### config.mk
export PLATFORM = sky130hd
export DESIGN_NAME = act_stream
export DESIGN_NICKNAME = d
export VERILOG_FILES = /design/src/rtl/act_pkg.sv /design/src/rtl/act_lane.sv /design/src/rtl/act_stream.sv
export SDC_FILE = /design/constraint.sdc
export NUM_CORES = 1
export LEC_CHECK = 0
export ABC_AREA = 1
export BUFFER_PORTS_ARGS = -buffer_cell sky130_fd_sc_hd__buf_2
export CORE_ASPECT_RATIO = 1.1
export CORE_MARGIN = 2
export CORE_UTILIZATION = 30
export DETAILED_ROUTE_END_ITERATION = 12
export SYNTH_ARGS = -nofsm -noshare
export SYNTH_HDL_FRONTEND = slang
export SYNTH_SLANG_ARGS = --single-unit
### constraint.sdc
create_clock -name clk -period 4.68 [get_ports clk]
set_clock_uncertainty 0.2 [all_clocks]
set_input_delay 0.468 -clock clk [delete_from_list [all_inputs] [get_ports clk]]
set_output_delay 0.468 -clock clk [all_outputs]
set_load 0.02 [all_outputs]
### src/rtl/act_pkg.sv
// -----------------------------------------------------------------------------
// act_pkg
//  Shared definitions for the act_stream activation unit.
//  Contents:
//   act_mode_t : run-time activation selector
//                ACT_RELU / ACT_LEAKY / ACT_CLIP / ACT_BYPASS
//   ACT_VAL_W  : default element width (signed two's complement)
// -----------------------------------------------------------------------------
package act_pkg;

    typedef enum logic [1:0] {
        ACT_RELU   = 2'd0,
        ACT_LEAKY  = 2'd1,
        ACT_CLIP   = 2'd2,
        ACT_BYPASS = 2'd3
    } act_mode_t;

    localparam int ACT_VAL_W = 16;

endpackage

### src/rtl/act_lane.sv
// -----------------------------------------------------------------------------
// act_lane
//  Combinational activation of a single signed element.
//  Ports:
//   x        in  VAL_W  element, signed
//   mode     in  2      activation select (act_mode_t)
//   clip_max in  VAL_W  clipped-ReLU ceiling, signed
//   y        out VAL_W  activated element, signed
// -----------------------------------------------------------------------------
module act_lane
    import act_pkg::*;
#(
    parameter int VAL_W      = ACT_VAL_W,
    parameter int LEAK_SHIFT = 3
) (
    input  logic signed [VAL_W-1:0] x,
    input  act_mode_t               mode,
    input  logic signed [VAL_W-1:0] clip_max,
    output logic signed [VAL_W-1:0] y
);

    function automatic logic signed [VAL_W-1:0] relu(input logic signed [VAL_W-1:0] v);
        return (v < 0) ? '0 : v;
    endfunction

    // Arithmetic shift rounds toward minus infinity, so -1 stays -1.
    function automatic logic signed [VAL_W-1:0] leaky(input logic signed [VAL_W-1:0] v);
        return (v < 0) ? (v >>> LEAK_SHIFT) : v;
    endfunction

    // A negative ceiling forces zero: every non-negative x would exceed it
    // and the negative ceiling itself must never escape.
    function automatic logic signed [VAL_W-1:0] clip(input logic signed [VAL_W-1:0] v,
                                                     input logic signed [VAL_W-1:0] c);
        if (v < 0 || c < 0)
            return '0;
        return (v > c) ? c : v;
    endfunction

    always_comb begin
        y = x;
        case (mode)
            ACT_RELU:   y = relu(x);
            ACT_LEAKY:  y = leaky(x);
            ACT_CLIP:   y = clip(x, clip_max);
            ACT_BYPASS: y = x;
            default:    y = x;
        endcase
    end

endmodule

### src/rtl/act_stream.sv
// -----------------------------------------------------------------------------
// act_stream
//  Streaming two-stage activation unit for conv feature maps. LANES signed
//  elements per beat over valid/ready; activation selected per map; final beat
//  of each FM_W x FM_H map tagged with out_last.
//  Optional feature: define ACT_STREAM_STATS_EN to add negative-element
//  statistics (neg_count, stats_valid).
//  Ports:
//   clk, rst       clock, synchronous active-high reset
//   mode           activation select, sampled on first beat of a map
//   clip_max       clipped-ReLU ceiling, sampled with mode
//   in_valid/in_ready/in_data    input beat handshake (lane 0 at MSBs)
//   out_valid/out_ready/out_data output beat handshake (same packing)
//   out_last       final beat of a map
//   frame_done     pulse when the out_last beat is accepted
//   neg_count      (stats) negatives in the last completed map
//   stats_valid    (stats) pulse coincident with frame_done
// -----------------------------------------------------------------------------
module act_stream
    import act_pkg::*;
#(
    parameter int FM_W       = 5,
    parameter int FM_H       = 5,
    parameter int VAL_W      = ACT_VAL_W,
    parameter int LANES      = 5,
    parameter int LEAK_SHIFT = 3
) (
    input  logic                      clk,
    input  logic                      rst,
    input  logic [1:0]                mode,
    input  logic signed [VAL_W-1:0]   clip_max,
    input  logic                      in_valid,
    output logic                      in_ready,
    input  logic [LANES*VAL_W-1:0]    in_data,
    output logic                      out_valid,
    input  logic                      out_ready,
    output logic [LANES*VAL_W-1:0]    out_data,
    output logic                      out_last,
    output logic                      frame_done
`ifdef ACT_STREAM_STATS_EN
    ,
    output logic [$clog2(FM_W*FM_H+1)-1:0] neg_count,
    output logic                           stats_valid
`endif
);

    localparam int NBEATS = (FM_W * FM_H) / LANES;
    localparam int CNT_W  = (NBEATS > 1) ? $clog2(NBEATS) : 1;
    localparam logic [CNT_W-1:0] LAST_CNT = CNT_W'(NBEATS - 1);

    if ((FM_W * FM_H) % LANES != 0) begin : g_bad_lanes
        $error("act_stream: FM_W*FM_H must be a multiple of LANES");
    end

    logic                    advance;
    logic                    accept;
    logic                    out_fire;
    logic [CNT_W-1:0]        beat_cnt;
    logic                    first_beat;
    logic                    last_beat;
    act_mode_t               mode_hold;
    logic signed [VAL_W-1:0] clip_hold;
    act_mode_t               mode_eff;
    logic signed [VAL_W-1:0] clip_eff;

    logic                    vld_p1;
    logic                    last_p1;
    logic [LANES*VAL_W-1:0]  data_p1;
    act_mode_t               mode_p1;
    logic signed [VAL_W-1:0] clip_p1;

    logic                    vld_p2;
    logic                    last_p2;
    logic [LANES*VAL_W-1:0]  data_p2;
    logic [LANES*VAL_W-1:0]  act_data;

    // Whole pipe moves as one; S1 never overwrites while S2 is stuck.
    assign advance    = !vld_p2 || out_ready;
    assign in_ready   = advance;
    assign accept     = in_valid && advance;
    assign out_fire   = vld_p2 && out_ready;

    assign first_beat = (beat_cnt == '0);
    assign last_beat  = (beat_cnt == LAST_CNT);

    // The first beat of a map uses the live inputs; later beats use the latch.
    assign mode_eff   = first_beat ? act_mode_t'(mode) : mode_hold;
    assign clip_eff   = first_beat ? clip_max : clip_hold;

    always_ff @(posedge clk) begin
        if (rst) begin
            beat_cnt  <= '0;
            mode_hold <= ACT_RELU;
            vld_p1    <= 1'b0;
            last_p1   <= 1'b0;
            vld_p2    <= 1'b0;
            last_p2   <= 1'b0;
        end else begin
            if (accept) begin
                beat_cnt <= last_beat ? '0 : beat_cnt + 1'b1;
                if (first_beat)
                    mode_hold <= act_mode_t'(mode);
            end
            if (advance) begin
                vld_p1  <= in_valid;
                last_p1 <= last_beat;
                vld_p2  <= vld_p1;
                last_p2 <= last_p1;
            end
        end
    end

    always_ff @(posedge clk) begin
        if (accept && first_beat)
            clip_hold <= clip_max;
    end

    // ---- S1: sample beat with its effective mode/ceiling ----
    always_ff @(posedge clk) begin
        if (advance) begin
            data_p1 <= in_data;
            mode_p1 <= mode_eff;
            clip_p1 <= clip_eff;
        end
    end

    // ---- S2: activate every lane and register ----
    for (genvar i = 0; i < LANES; i++) begin : g_lane
        act_lane #(
            .VAL_W      (VAL_W),
            .LEAK_SHIFT (LEAK_SHIFT)
        ) u_lane (
            .x        (data_p1[(LANES-1-i)*VAL_W +: VAL_W]),
            .mode     (mode_p1),
            .clip_max (clip_p1),
            .y        (act_data[(LANES-1-i)*VAL_W +: VAL_W])
        );
    end

    always_ff @(posedge clk) begin
        if (rst)
            data_p2 <= '0;
        else if (advance)
            data_p2 <= act_data;
    end

    assign out_valid  = vld_p2;
    assign out_data   = data_p2;
    assign out_last   = last_p2;
    assign frame_done = out_fire && last_p2;

`ifdef ACT_STREAM_STATS_EN
    localparam int NEG_W = $clog2(FM_W*FM_H+1);

    logic [NEG_W-1:0] neg_beat_p1;
    logic [NEG_W-1:0] neg_p2;
    logic [NEG_W-1:0] neg_acc;
    logic [NEG_W-1:0] neg_hold;
    logic [NEG_W-1:0] neg_sum;

    // Negatives are counted on the raw input, independent of the mode.
    always_comb begin
        neg_beat_p1 = '0;
        for (int i = 0; i < LANES; i++)
            neg_beat_p1 = neg_beat_p1 + NEG_W'(data_p1[(i+1)*VAL_W-1]);
    end

    // Accumulated as beats leave so the total lines up with frame_done.
    assign neg_sum = neg_acc + neg_p2;

    always_ff @(posedge clk) begin
        if (rst) begin
            neg_p2   <= '0;
            neg_acc  <= '0;
            neg_hold <= '0;
        end else begin
            if (advance)
                neg_p2 <= neg_beat_p1;
            if (out_fire) begin
                if (last_p2) begin
                    neg_acc  <= '0;
                    neg_hold <= neg_sum;
                end else begin
                    neg_acc  <= neg_sum;
                end
            end
        end
    end

    assign stats_valid = frame_done;
    assign neg_count   = stats_valid ? neg_sum : neg_hold;
`endif

endmodule
# Word level (Yosys, flattened, before mapping)

Cells that the tools add are included.

$add $sub $neg: 1
Multiply operators: 0
Div/mod/pow operators: 0
Order comparisons: 11
Eq/ne operators: 4
Shifts and indexed selects: 0
Muxes and demuxes: 43
Bitwise logic cells: 0
Reductions and logical operators: 13

Operator list:

| operator                                                                      | count |
|---|---|
| 16-bit 2-to-1 mux                                                             | 21 |
| 16-bit case mux with 4 select lines                                           | 5 |
| 16-bit by 1-bit less-than comparator with 1-bit output, second input constant | 6 |
| 16-bit greater-than comparator                                                | 5 |
| 15-bit 2-to-1 mux                                                             | 5 |
| 1-bit 2-to-1 mux                                                              | 10 |
| 1-bit logical OR                                                              | 6 |
| 2-bit equality test, second input constant                                    | 2 |
| 1-bit logical AND                                                             | 4 |
| 3-bit by 1-bit adder with 3-bit output, second input constant                 | 1 |
| 3-bit equality test, second input constant                                    | 1 |
| 3-bit logical NOT                                                             | 1 |
| 3-bit 2-to-1 mux                                                              | 1 |
| 2-bit by 1-bit equality test with 1-bit output, second input constant         | 1 |
| 2-bit logical NOT                                                             | 1 |
| 2-bit 2-to-1 mux                                                              | 1 |
| 1-bit logical NOT                                                             | 1 |

Bits in registers: 203
Latch bits: 0
Bits in writable memories: 0
Bits in read-only memories: 0
Input port bits: 102
Output and inout bits: 84
Memories: 0

# Depth between registers and ports, before layout

Gate-level depths: netlist (run 1).

Depth after elaboration: 6
Depth in mapped cells: 19
Depth with buffers taken out: 18

# Modules after synthesis

A second synthesis (run 1) with hierarchy kept.

Cell total of the unflattened synthesis: 1765
Area, all modules: 13180.1 sq um

By module, submodules not included:

| module     | times used | cells each | area an instance (sq um) | seq. area each (sq um) |
|---|---|---|---|---|
| act_stream | 1          | 580        | 6874.1                   | 5205.0 |
| act_lane   | 5          | 237        | 1261.2                   | 0.0 |

# Worst setup path before layout (run 1)

Ideal clock, no wire load.

Kind: register to register
From: register vld_p2, in the netlist out_valid
To: register clip_p1[0] (enable)
Library setup time: 0.509 ns
Data arrival time: 3.924 ns
Data required time: 3.971 ns
Path slack: 0.047 ns
Cell stages (with the launch flop): 6
Period minus slack after synthesis: 4.633 ns
Path through: dfxtp_1 -> inv_1 -> nor2_2 -> clkinv_1 -> clkbuf_1 -> clkbuf_1

Cells in the longest elaborated chain, start to end: 2

RTL lines:

| item                   | line              | text |
|---|---|---|
| from (decl)            | act_stream.sv:72  | `logic vld_p2;` |
| from (signal assigned) | act_stream.sv:107 | `vld_p2 <= vld_p1;` |
| 1-bit logical NOT      | act_stream.sv:78  | `assign advance = !vld_p2 \|\| out_ready;` |
| 1-bit logical OR       | act_stream.sv:78  |  |
| via in_ready           | act_stream.sv:33  | `output logic in_ready,` |
| to (signal assigned)   | act_stream.sv:123 | `clip_p1 <= clip_eff;` |
| to (decl)              | act_stream.sv:70  | `logic signed [VAL_W-1:0] clip_p1;` |

The timed path passes the listed nets, and every way through them passes these cells.
A chain may end at the register's enable or synchronous reset.

# Worst setup path after layout (run 1)

From: register data_p1[15]
To: register data_p2[4], in the netlist out_data[4]

Cells in the longest elaborated chain, start to end: 6
Elaborated cells on any way between the ends: 10

RTL lines:

| item                                                   | line                                           | text |
|---|---|---|
| from (decl)                                            | act_stream.sv:68                               | `logic [LANES*VAL_W-1:0] data_p1;` |
| from (signal assigned)                                 | act_stream.sv:121                              | `data_p1 <= in_data;` |
| 16-bit by 1-bit less-than comparator with 1-bit output | act_lane.sv:23, act_lane.sv:28, act_lane.sv:35 |  |
| 1-bit logical OR                                       | act_lane.sv:35                                 | `if (v < 0 \|\| c < 0)` |
| 1-bit 2-to-1 mux                                       | act_lane.sv:35                                 |  |
| 1-bit 2-to-1 mux                                       | act_lane.sv:42                                 | `case (mode)` |
| 16-bit 2-to-1 mux                                      | act_lane.sv:37                                 | `return (v > c) ? c : v;` |
| 16-bit case mux with 4 select lines *                  | act_lane.sv:42                                 |  |
| to (signal assigned)                                   | act_stream.sv:144                              | `data_p2 <= act_data;` |
| to (decl)                                              | act_stream.sv:74                               | `logic [LANES*VAL_W-1:0] data_p2;` |

Every way passes the cells marked *; elsewhere a longest branch is shown, timed or not. The select of a mux whose other input is x is not followed.

==> results of run 1 <==
[cell usage in the layout, fill, tap and decap left out, types with 7 or more instances in the layout]
master,n
inv_1,140
a21oi_1,186
o211ai_1,20
nor3_1,60
edfxtp_1,114
nand4_1,63
buf_2,185
dfxtp_1,89
buf_4,29
nand3_1,80
mux2_2,16
nor2_1,101
clkbuf_16,27
dlygate4sd3_1,97
ha_1,87
nand2_1,498
clkbuf_1,7
o21ai_0,90
a21oi_2,9
[power by group]
part,internal [mW],leakage (nW),switching [mW]
combinational,0.694,5.01,1.33
clock,1.13,0.394,0.807
sequential,2.11,1.91,0.169
total,3.93,7.32,2.31
[path summary, 6_finish.rpt]
kind	cells after the start	slack [ps]	end
worst max-delay path	13	620	out_data[4]
worst min-delay path	3	30	beat_cnt[2]
worst max register to register	13	620	out_data[4]
worst min register to register	2	260	out_last
[layout make-up]
cell class | instances | area [um2] | share of cell area (%)
multi-input combinational | 1235 | 6410 | 40.5
timing repair buffer | 311 | 2110 | 13.4
sequential | 203 | 5200 | 32.9
tap | 560 | 701 | 4.43
inverter | 147 | 559 | 3.54
clock buffer | 35 | 716 | 4.53
clock inverter | 12 | 103 | 0.649
[flip-flops by register name, indices dropped and copies added, names as in the netlist]
signal / cells
beat_cnt: 3
clip_hold: 16
clip_p1: 16
data_p1: 80
last_p1: 1
mode_hold: 2
mode_p1: 2
out_data: 80
out_last: 1
out_valid: 1
vld_p1: 1
[metal layers]
layer,wire (um),track usage (%),vias to the layer above
met5,0,0,-
met4,1110,6.14,0
met3,2800,2.52,66
met2,19700,32.2,441
met1,19800,27.0,5878
li1,-,-,6181
[timing repair]
| item | CTS | global route |
|---|---|---|
| setup buffers | 0 | 0 |
| hold endpoints to repair | 102 | 0 |
| hold buffers | 97 | 0 |
[per-stage QoR]
stage               hold WS (ps)  util [%]
finish                      33.1      38.3
global route                36.4      38.3
CTS                         2.09      38.3
detailed placement           247      34.0
global placement             240      34.0
floorplan                    230         -
[worst max-delay path, delay by kind of cell, from the launching register on]
family	cells	cell delay [ps]
buf+inv	2	470
flops	1	770
compound gates	1	110
fa+ha+maj	1	420
simple gates	9	2010
[kinds of logic (layout without fill, tap and decap cells)]
kind of cell,count (synthesis),count (layout),share of synthesized area [%]
AOI/OAI and AO/OA,319,319,13.5
and+or+nand+nor,813,813,27.2
adders and majority gates,87,87,8.65
DFF,203,203,41.4
buffers and inverters,247,505,7.76
muxes,16,16,1.43
==> summary.md, run 1 <==
| Metric | Value |
|---|---|
| Post-synth top area share | 27.2% |
| Diodes inserted | 0 |
| Final WL | 43400 um |
| Most common cell on crit path | nand2_1 |
| Crit Path Class | flop to flop |
| DR WL/cell | between 15 and 20 um |
| Vias in the first global route | about 12000 |
| CP startpoint | data_p1[15] |
| Initial core utilization | 30.5% |
| Post-route ant nets | 0 |
| Syn avg cell area | 7.46 um2 |
| Gate Count Post-Synth | ~1700 |
| Share of layout cells above drive strength 1 | 15.2% |
| Initial antenna violation count | 0 |
| RSZ-0062 raised after global routing | false |
| Synth-to-layout area growth | 25.7% |
| Clock transition at the registers of the reported paths | 60 ps |
| Router iterations before antenna repair | 5 |
| CP max stage cell | edfxtp_1 |
| Largest net degree at the start of global routing | 138 |
| Filler instances | 4299 |
| Core ar. | 41300 um2 |
| Drc violations | 0 |
| First-pass GRT wire length | 66600 um |
| Period utilisation layout | 86.8% |
| Setup TNS | 0 ps |
| Most common cell in the netlist | nand2_1 |
| Dpl ws | 782 ps |
| First DRT Iteration DRCs | about 1100 |
| Via count | ~13000 |
| Status | complete, no violations |
| Reg2reg start | data_p1[15] |
| Sinks on the clock net | between 200 and 250 |
| Max-slew violation count | 0 |
| Post-Syn Area | approximately 13000 um2 |
| H-tree depth | 1 |
| Tmin final | 4060 ps |
| Total power divided by cell area | 395 nW/um2 |
| Total of max-cap violations | 0 |
| Startpoint Class | flop |
| Commonest cells in the netlist | nand2_1, a21oi_1, inv_1 |
| Largest cells by area after synthesis | edfxtp_1, nand2_1, dfxtp_1, ha_1, a21oi_1 |
| Row cnt | 78 |
| Synth async-reset ratio | 0% |
| Final hold violations | 0 |
| Crit end category | flop |
| Worst slew pin tran | approximately 1200 ps |
| Placed Area | about 14000 um2 |
| Ports | 186 |
| Nets | about 2100 |
| Syn nets | approximately 1900 |
| Synth warn | 0 |
| Overall power | roughly 6.2 mW |
| Synth Flop Type | edfxtp_1 |
| Seq/Total Area, Yosys | around 41% |
| Vert. Die Dim | 219 um |
| GRT overflow | 0 |
| Worst setup margin | just over 600 ps |
| Worst Path Required | 4950 ps |
| Clk Tree Root Cell | clkbuf_16 |
| Resize count post-CTS | 0 |
| I/O Buffers | 185 |
| Crit path cell chain | inv_1, ha_1, inv_2, nand2_1, nor3_2, nand2_1, nand3_1, nand3_1, nand2_1, nand3_1, nand2_1, nand2_1, a21oi_1 |
| Placed Instances | between 2000 and 2500 |
| Final setup fails | 0 |
| Hold_sp | in_valid |
| Die ar. | ~44000 um2 |
| Leakage power | around 7.3 nW |
| Clock latency on the worst-skew pair | roughly 550 ps |
| Vias/cell | 5.02 |
| Crit-path max cell delay | 770 ps |
| EDFF count, synth | between 100 and 150 |
| Hold Path Class | primary input to flop |
| Post-route cell area | 15800 um2 |
| Layout Cells excl Fill | 2503 |
| CP Max Fanout | 20 |
| Slew margin rel. | between 20% and 30% |
| FMAX | 246 MHz |
| Worst VDD drop | approximately 0.36 mV |
| Detailed placement HPWL | just under 30000 um |
| Cell taking the most area after synthesis | edfxtp_1 |
| Max clock buf depth | 3 |
| Post-synth cell types | 29 |
| Seq cells post-synth | 203 |
| DIE WIDTH | ~200 um |
| CTS Buf Count | 26 |
| All-Layer GR Usage | 19.7% |
| Worst EP arrival | between 4000 and 5000 ps |
| CTS tree | built |
| GP Congestion | 0.837 |
No activity file was read; power rests on OpenSTA's default activity.
==> run 2: changes to the inputs <==
- ABC_AREA: 1 -> unset
- CTS_BUF_LIST: unset -> sky130_fd_sc_hd__clkbuf_16
- PLACE_DENSITY_LB_ADDON: unset -> 0.1
==> summary.md, run 2 <==
| Metric | Value |
|---|---|
| Placed Area | 12800 um2 (was 14000 um2) |
| Final WL | 42900 um (was 43400 um) |
| First DRT Iteration DRCs | 747 (was 1108) |
| Most common cell in the netlist | edfxtp_1 (was nand2_1) |
| Share of layout cells above drive strength 1 | 20.8% (was 15.2%) |
| Syn nets | 1273 (was 1874) |
| Largest cells by area after synthesis | edfxtp_1, dfxtp_1, ha_1, a221o_1, mux2i_1 (was edfxtp_1, nand2_1, dfxtp_1, ha_1, a21oi_1) |
| Reg2reg start | clip_p1[15] (was data_p1[15]) |
| Commonest cells in the netlist | edfxtp_1, nor2_1, dfxtp_1 (was nand2_1, a21oi_1, inv_1) |
| Vias/cell | 5.33 (was 5.02) |
| Total of max-cap violations | 0 (unchanged) |
| Syn avg cell area | 10.4 um2 (was 7.46 um2) |
| CP Max Fanout | 10 (was 20) |
| Status | complete, no violations (unchanged) |
| Drc violations | 0 (unchanged) |
| DR WL/cell | 23.0 um (was 17.3 um) |
| FMAX | 268 MHz (was 246 MHz) |
| Via count | 9926 (was 12566) |
| Post-route cell area | 14600 um2 (was 15800 um2) |
| Cell taking the most area after synthesis | edfxtp_1 (unchanged) |
| Seq cells post-synth | 203 (unchanged) |
| Worst EP arrival | 3990 ps (was 4340 ps) |
| Hold Path Class | primary input to flop (unchanged) |
| Crit end category | flop (unchanged) |
| CTS Buf Count | 25 (was 26) |
| Clk Tree Root Cell | clkbuf_16 (unchanged) |
| Vias in the first global route | 9819 (was 11898) |
| GRT overflow | 0 (unchanged) |
| R2R depth | 9 (was 13) |
| Startpoint Class | flop (unchanged) |
| Gate Count Post-Synth | 1084 (was 1685) |
| Initial core utilization | 30.5% (about the same) |
| Worst VDD drop | 0.266 mV (was 0.357 mV) |
| EDFF count, synth | 114 (unchanged) |
| Filler instances | 3651 (was 4299) |
| CP startpoint | clip_p1[15] (was data_p1[15]) |
| Slew margin rel. | 16.6% (was 22.6%) |
| Clock transition at the registers of the reported paths | 70 ps (was 60 ps) |
| Diodes inserted | 0 (unchanged) |
| Final setup fails | 0 (unchanged) |
| Most common cell after layout, fill and taps aside | buf_2 (was nand2_1) |
| Largest net degree at the start of global routing | 115 (was 138) |
| Vert. Die Dim | 208 um (was 219 um) |
| Dpl ws | 991 ps (was 782 ps) |
| RSZ-0062 raised after global routing | false (unchanged) |
| Row cnt | 74 (was 78) |
| Max clock buf depth | 3 (unchanged) |
| Max-slew violation count | 0 (unchanged) |
| Synth-to-layout area growth | 28.7% (was 25.7%) |
| Worst setup margin | 954 ps (was 617 ps) |
| Ports | 186 (unchanged) |
| Worst Path Required | 4940 ps (was 4950 ps) |
| Core ar. | 37100 um2 (was 41300 um2) |
| Most frequent cells in the layout | buf_2, edfxtp_1, dlygate4sd3_1 (was nand2_1, a21oi_1, buf_2) |
| H-tree depth | 1 (unchanged) |
| Worst slew pin tran | 1250 ps (was 1160 ps) |
| Clock latency on the worst-skew pair | 560 ps (was 550 ps) |
| Post-Syn Area | 11300 um2 (was 12600 um2) |
| Router iterations before antenna repair | 5 (unchanged) |
| Total power divided by cell area | 394 nW/um2 (was 395 nW/um2) |
| Tmin final | 3730 ps (was 4060 ps) |
| Seq/Total Area, Yosys | 46.0% (was 41.4%) |
| Synth async-reset ratio | 0% (unchanged) |
| Post-CTS Setup Inserts | 0 (unchanged) |
| Final hold violations | 0 (unchanged) |
| All-Layer GR Usage | 21.4% (was 19.7%) |
| Initial antenna violation count | 0 (unchanged) |
| Hold Path Depth | 2 (was 3) |
| Synth warn | 0 (unchanged) |
| Hold buffers post-CTS | 96 (was 97) |
| Resize count post-CTS | 0 (unchanged) |
| Die ar. | 39300 um2 (was 43600 um2) |
| Leakage power | 6.28 nW (was 7.32 nW) |
| Crit Path Class | flop to flop (unchanged) |
| Post-synth cell types | 47 (was 29) |
| Setup TNS | 0 ps (unchanged) |
| Nets | 1538 (was 2113) |
| Sinks on the clock net | 203 (unchanged) |
| Synth Flop Type | edfxtp_1 (unchanged) |
| I/O Buffers | 185 (unchanged) |
| Post-route ant nets | 0 (unchanged) |
| Detailed placement HPWL | 27900 um (was 28800 um) |
| Hold_sp | mode[1] (was in_valid) |
| CTS tree | built (unchanged) |
| DIE WIDTH | 189 um (was 199 um) |
| GP Congestion | 0.834 (was 0.837) |
| Period utilisation layout | 79.6% (was 86.8%) |
| First-pass GRT wire length | 63300 um (was 66600 um) |
| Post-synth top area share | 30.3% (was 27.2%) |
[run 2: cell count changes after synthesis, sizes merged, moves of 19 or more]
cell and change:
nand4 -43, inv -118, a221o +59, nor3 -60, nand2 -440, nand3 -50
o22ai +56, buf -19, a21oi -140, a22o +58, mux2i +62
[run 2: power by group]
group          internal (mW)  switching, mW  total [mW]
clock network           1.08          0.799        1.88
registers               2.07          0.168        2.24
logic                  0.672          0.945        1.62
[run 2: kinds of logic after synthesis]
kind of cell	after synthesis	synth area share [%]
multiplexers	82	7.69
AND/OR/NAND/NOR	241	10.1
flip-flops	203	46.0
buffers and inverters	103	3.62
AO/OA/AOI/OAI	368	23.0
adder cells (fa/ha/maj)	87	9.63
[run 2: layer usage]
metal,track usage [%],vias up,wire length (um)
met3,3.16,52,2650
met2,35.6,312,20100
met4,6.90,0,1220
met1,28.6,4803,18900
li1,-,4759,-
met5,0,-,0
[run 2: worst paths after layout]
check                  to  slack (ps)
max          out_data[47]         950
min            mode_p1[1]          70
max reg2reg  out_data[47]         950
min reg2reg       last_p1         250
[run 2: layout make-up]
cell class	count	area, um2	area share, %
Tap cell	494	618	4.25
Multi-Input combinational cell	778	5710	39.2
Clock buffer	25	626	4.30
Inverter	29	114	0.782
Clock inverter	21	150	1.03
Timing Repair Buffer	312	2130	14.7
Sequential cell	203	5200	35.8
[run 2: metrics by stage]
step / utilization (%) / instances / hold WS [ps] / total power [mW]
3_5_place_dp: 34.5 / 1720 / 245 / 3.83
6_report: 39.2 / 1862 / 65.8 / 5.73
3_3_place_gp: 34.5 / 1720 / 243 / 3.82
2_1_floorplan: - / 1084 / 232 / 3.25
5_1_grt: 39.2 / 1862 / 40.9 / 6.02
4_1_cts: 39.2 / 1862 / 32.9 / 5.80
[run 2: worst max-delay path, cell delays in order (launching register included)]
cell and delay [ps]:
edfxtp_1 470, inv_1 400, ha_1 390, nand4b_4 220
or4_1 560, a21o_1 190, o211ai_2 100, mux2i_2 630
o21ai_0 220, o211a_1 240
==> run 3: changes to the inputs <==
- clock period: 4.68 -> 3.59 ns (I/O delays scaled with it)
==> summary.md, run 3 (synthesis results as in run 2) <==
| Metric | Value |
|---|---|
| First DRT Iteration DRCs | 750 (was 747) |
| Initial core utilization | 30.5% (unchanged) |
| Clock Power Share | 33.7% (was 32.8%) |
| CTS tree | built (unchanged) |
| Crit Path Class | flop to flop (unchanged) |
| Crit end category | flop (unchanged) |
| H-tree depth | 1 (unchanged) |
| Final WL | 42700 um (was 42900 um) |
| Filler instances | 3685 (was 3651) |
| Worst slew pin tran | 1220 ps (was 1250 ps) |
| Clock transition at the registers of the reported paths | 60 ps (was 70 ps) |
| Net Sw Power | 2.56 mW (was 1.91 mW) |
| P_int | 5.16 mW (was 3.82 mW) |
| Resize count post-CTS | 0 (unchanged) |
| CTS Buf Count | 26 (was 25) |
| FMAX | 300 MHz (was 268 MHz) |
| Slew margin rel. | 18.1% (was 16.6%) |
| Ports | 186 (unchanged) |
| GP Congestion | 0.820 (was 0.834) |
| Sinks on the clock net | 203 (unchanged) |
| Post-route ant nets | 0 (unchanged) |
| Reg-to-reg endpoint | out_data[16] (was out_data[47]) |
| CP Max Fanout | 10 (unchanged) |
| Final core occ | 40.0% (was 39.2%) |
| RSZ-0062 raised after global routing | false (unchanged) |
| Synth-to-layout area growth | 31.4% (was 28.7%) |
| Crit-path max cell delay | 550 ps (was 630 ps) |
| Worst VDD drop | 0.329 mV (was 0.266 mV) |
| All-Layer GR Usage | 21.3% (was 21.4%) |
| CP max stage cell | or4_4 (was mux2i_2) |
| Most common cell after layout, fill and taps aside | buf_2 (unchanged) |
| Diodes inserted | 0 (unchanged) |
| Clock latency on the worst-skew pair | 570 ps (was 560 ps) |
| Max clock buf depth | 3 (unchanged) |
| Row cnt | 74 (unchanged) |
| I/O Buffers | 185 (unchanged) |
| Total power divided by cell area | 519 nW/um2 (was 394 nW/um2) |
| Hold Path Depth | 3 (was 2) |
| Reg2reg start | clip_p1[15] (unchanged) |
| Setup TNS | 0 ps (unchanged) |
| Worst Path Required | 3820 ps (was 4940 ps) |
| R2R depth | 10 (was 9) |
| Detailed placement HPWL | 28500 um (was 27900 um) |
| Switch share | 33.2% (was 33.4%) |
| Max-slew violation count | 0 (unchanged) |
| Via count | 10120 (was 9926) |
| GRT overflow | 0 (unchanged) |
| Placed Area | 13000 um2 (was 12800 um2) |
| Share of layout cells above drive strength 1 | 22.7% (was 20.8%) |
| Worst EP arrival | 3560 ps (was 3990 ps) |
| Hold_sp | in_valid (was mode[1]) |
| Die ar. | 39300 um2 (unchanged) |
| Core ar. | 37100 um2 (unchanged) |
| Status | complete, no violations (unchanged) |
| Reg power frac | 37.6% (was 39.0%) |
| Dpl ws | 297 ps (was 991 ps) |
| Hold Path End | vld_p1 (was mode_p1[1]) |
| Vias in the first global route | 9928 (was 9819) |
| Clk Tree Root Cell | clkbuf_16 (unchanged) |
| Vias/cell | 5.34 (was 5.33) |
| DIE WIDTH | 189 um (unchanged) |
| Post-route cell area | 14900 um2 (was 14600 um2) |
| Tmin final | 3330 ps (was 3730 ps) |
| Nets | 1569 (was 1538) |
| DR WL/cell | 22.5 um (was 23.0 um) |
| Total of max-cap violations | 0 (unchanged) |
| Final setup fails | 0 (unchanged) |
| Startpoint Class | flop (unchanged) |
| Most frequent cells in the layout | buf_2, edfxtp_1, dlygate4sd3_1 (unchanged) |
| Worst setup margin | 257 ps (was 954 ps) |
| Crit path cell chain | inv_1, ha_1, nand4b_4, or4_4, a21o_1, o211ai_2, mux2i_4, buf_4, mux2i_1, o22ai_1 (was inv_1, ha_1, nand4b_4, or4_1, a21o_1, o211ai_2, mux2i_2, o21ai_0, o211a_1) |
| Leakage power | 6.43 nW (was 6.28 nW) |
| Router iterations before antenna repair | 5 (unchanged) |
| Drc violations | 0 (unchanged) |
| Initial antenna violation count | 0 (unchanged) |
| Period utilisation layout | 92.8% (was 79.6%) |
| Hold Path Class | primary input to flop (unchanged) |
| First-pass GRT wire length | 63200 um (was 63300 um) |
| Vert. Die Dim | 208 um (unchanged) |
| Comb pwr share | 28.6% (was 28.2%) |
| Largest net degree at the start of global routing | 82 (was 115) |
| Reg-to-reg setup timing slack | 260 ps (was 950 ps) |
| Final hold violations | 0 (unchanged) |
[run 3: worst max path at each step]
stage,startpoint,end,slack [ps],depth (start not counted)
after floorplan,out_valid,clip_hold[0],90,5
after global placement,clip_p1[15],out_data[0],340,10
after detailed placement,clip_p1[15],out_data[17],300,10
after CTS,clip_p1[15],out_data[21],280,10
after global routing,clip_p1[15],out_data[77],6,12
final,clip_p1[15],out_data[16],260,10
[run 3: final cells by class]
cell class                 count  area, um2  area share, %
sequential                   203       5200           35.0
clock buffer                  27        676           4.55
clock inverter                21        176           1.19
timing repair buffer         342       2360           15.9
multi-input combinational    778       5710           38.4
tap                          494        618           4.16
inverter                      29        114          0.766
[run 3: critical path: cells and delay by family, from the launching register on]
| kind | cells | cell delay [ps] |
|---|---|---|
| compound gates | 3 | 400 |
| buf+inv | 2 | 550 |
| fa+ha+maj | 1 | 380 |
| flops | 1 | 380 |
| mux | 2 | 480 |
| simple gates | 2 | 780 |
[run 3: repair_timing]
action / CTS / global route
setup buffers: 0 / 0
endpoints found under the hold margin: 114 / 0
setup endpoints to repair: 0 / 0
hold buffers: 98 / 0
[run 3: power by group through the flow]
stage          logic, mW  registers (mW)  clock network (mW)
2_1_floorplan       1.23            3.01                   0
3_3_place_gp        2.10            2.96                   0
6_report            2.21            2.91                2.60
4_1_cts             2.21            2.91                2.68
3_5_place_dp        2.12            2.95                   0
5_1_grt             2.40            2.94                2.77
[run 3: metrics by stage]
step / instances / total power [mW] / hold WS, ps
after floorplan: 1084 / 4.24 / 232
after global placement: 1748 / 5.06 / 241
after detailed placement: 1748 / 5.07 / 247
after CTS: 1894 / 7.80 / 3.37
after global routing: 1894 / 8.11 / 29.7
final: 1894 / 7.72 / 14.8
[run 3: routing by layer]
layer / share of wire [%] / routed length, um / GRT usage (%)
met3: 5.8 / 2470 / 3.23
met5: 0 / 0 / 0
met4: 4.2 / 1780 / 8.97
met2: 46 / 19500 / 33.8
met1: 44 / 18900 / 28.7
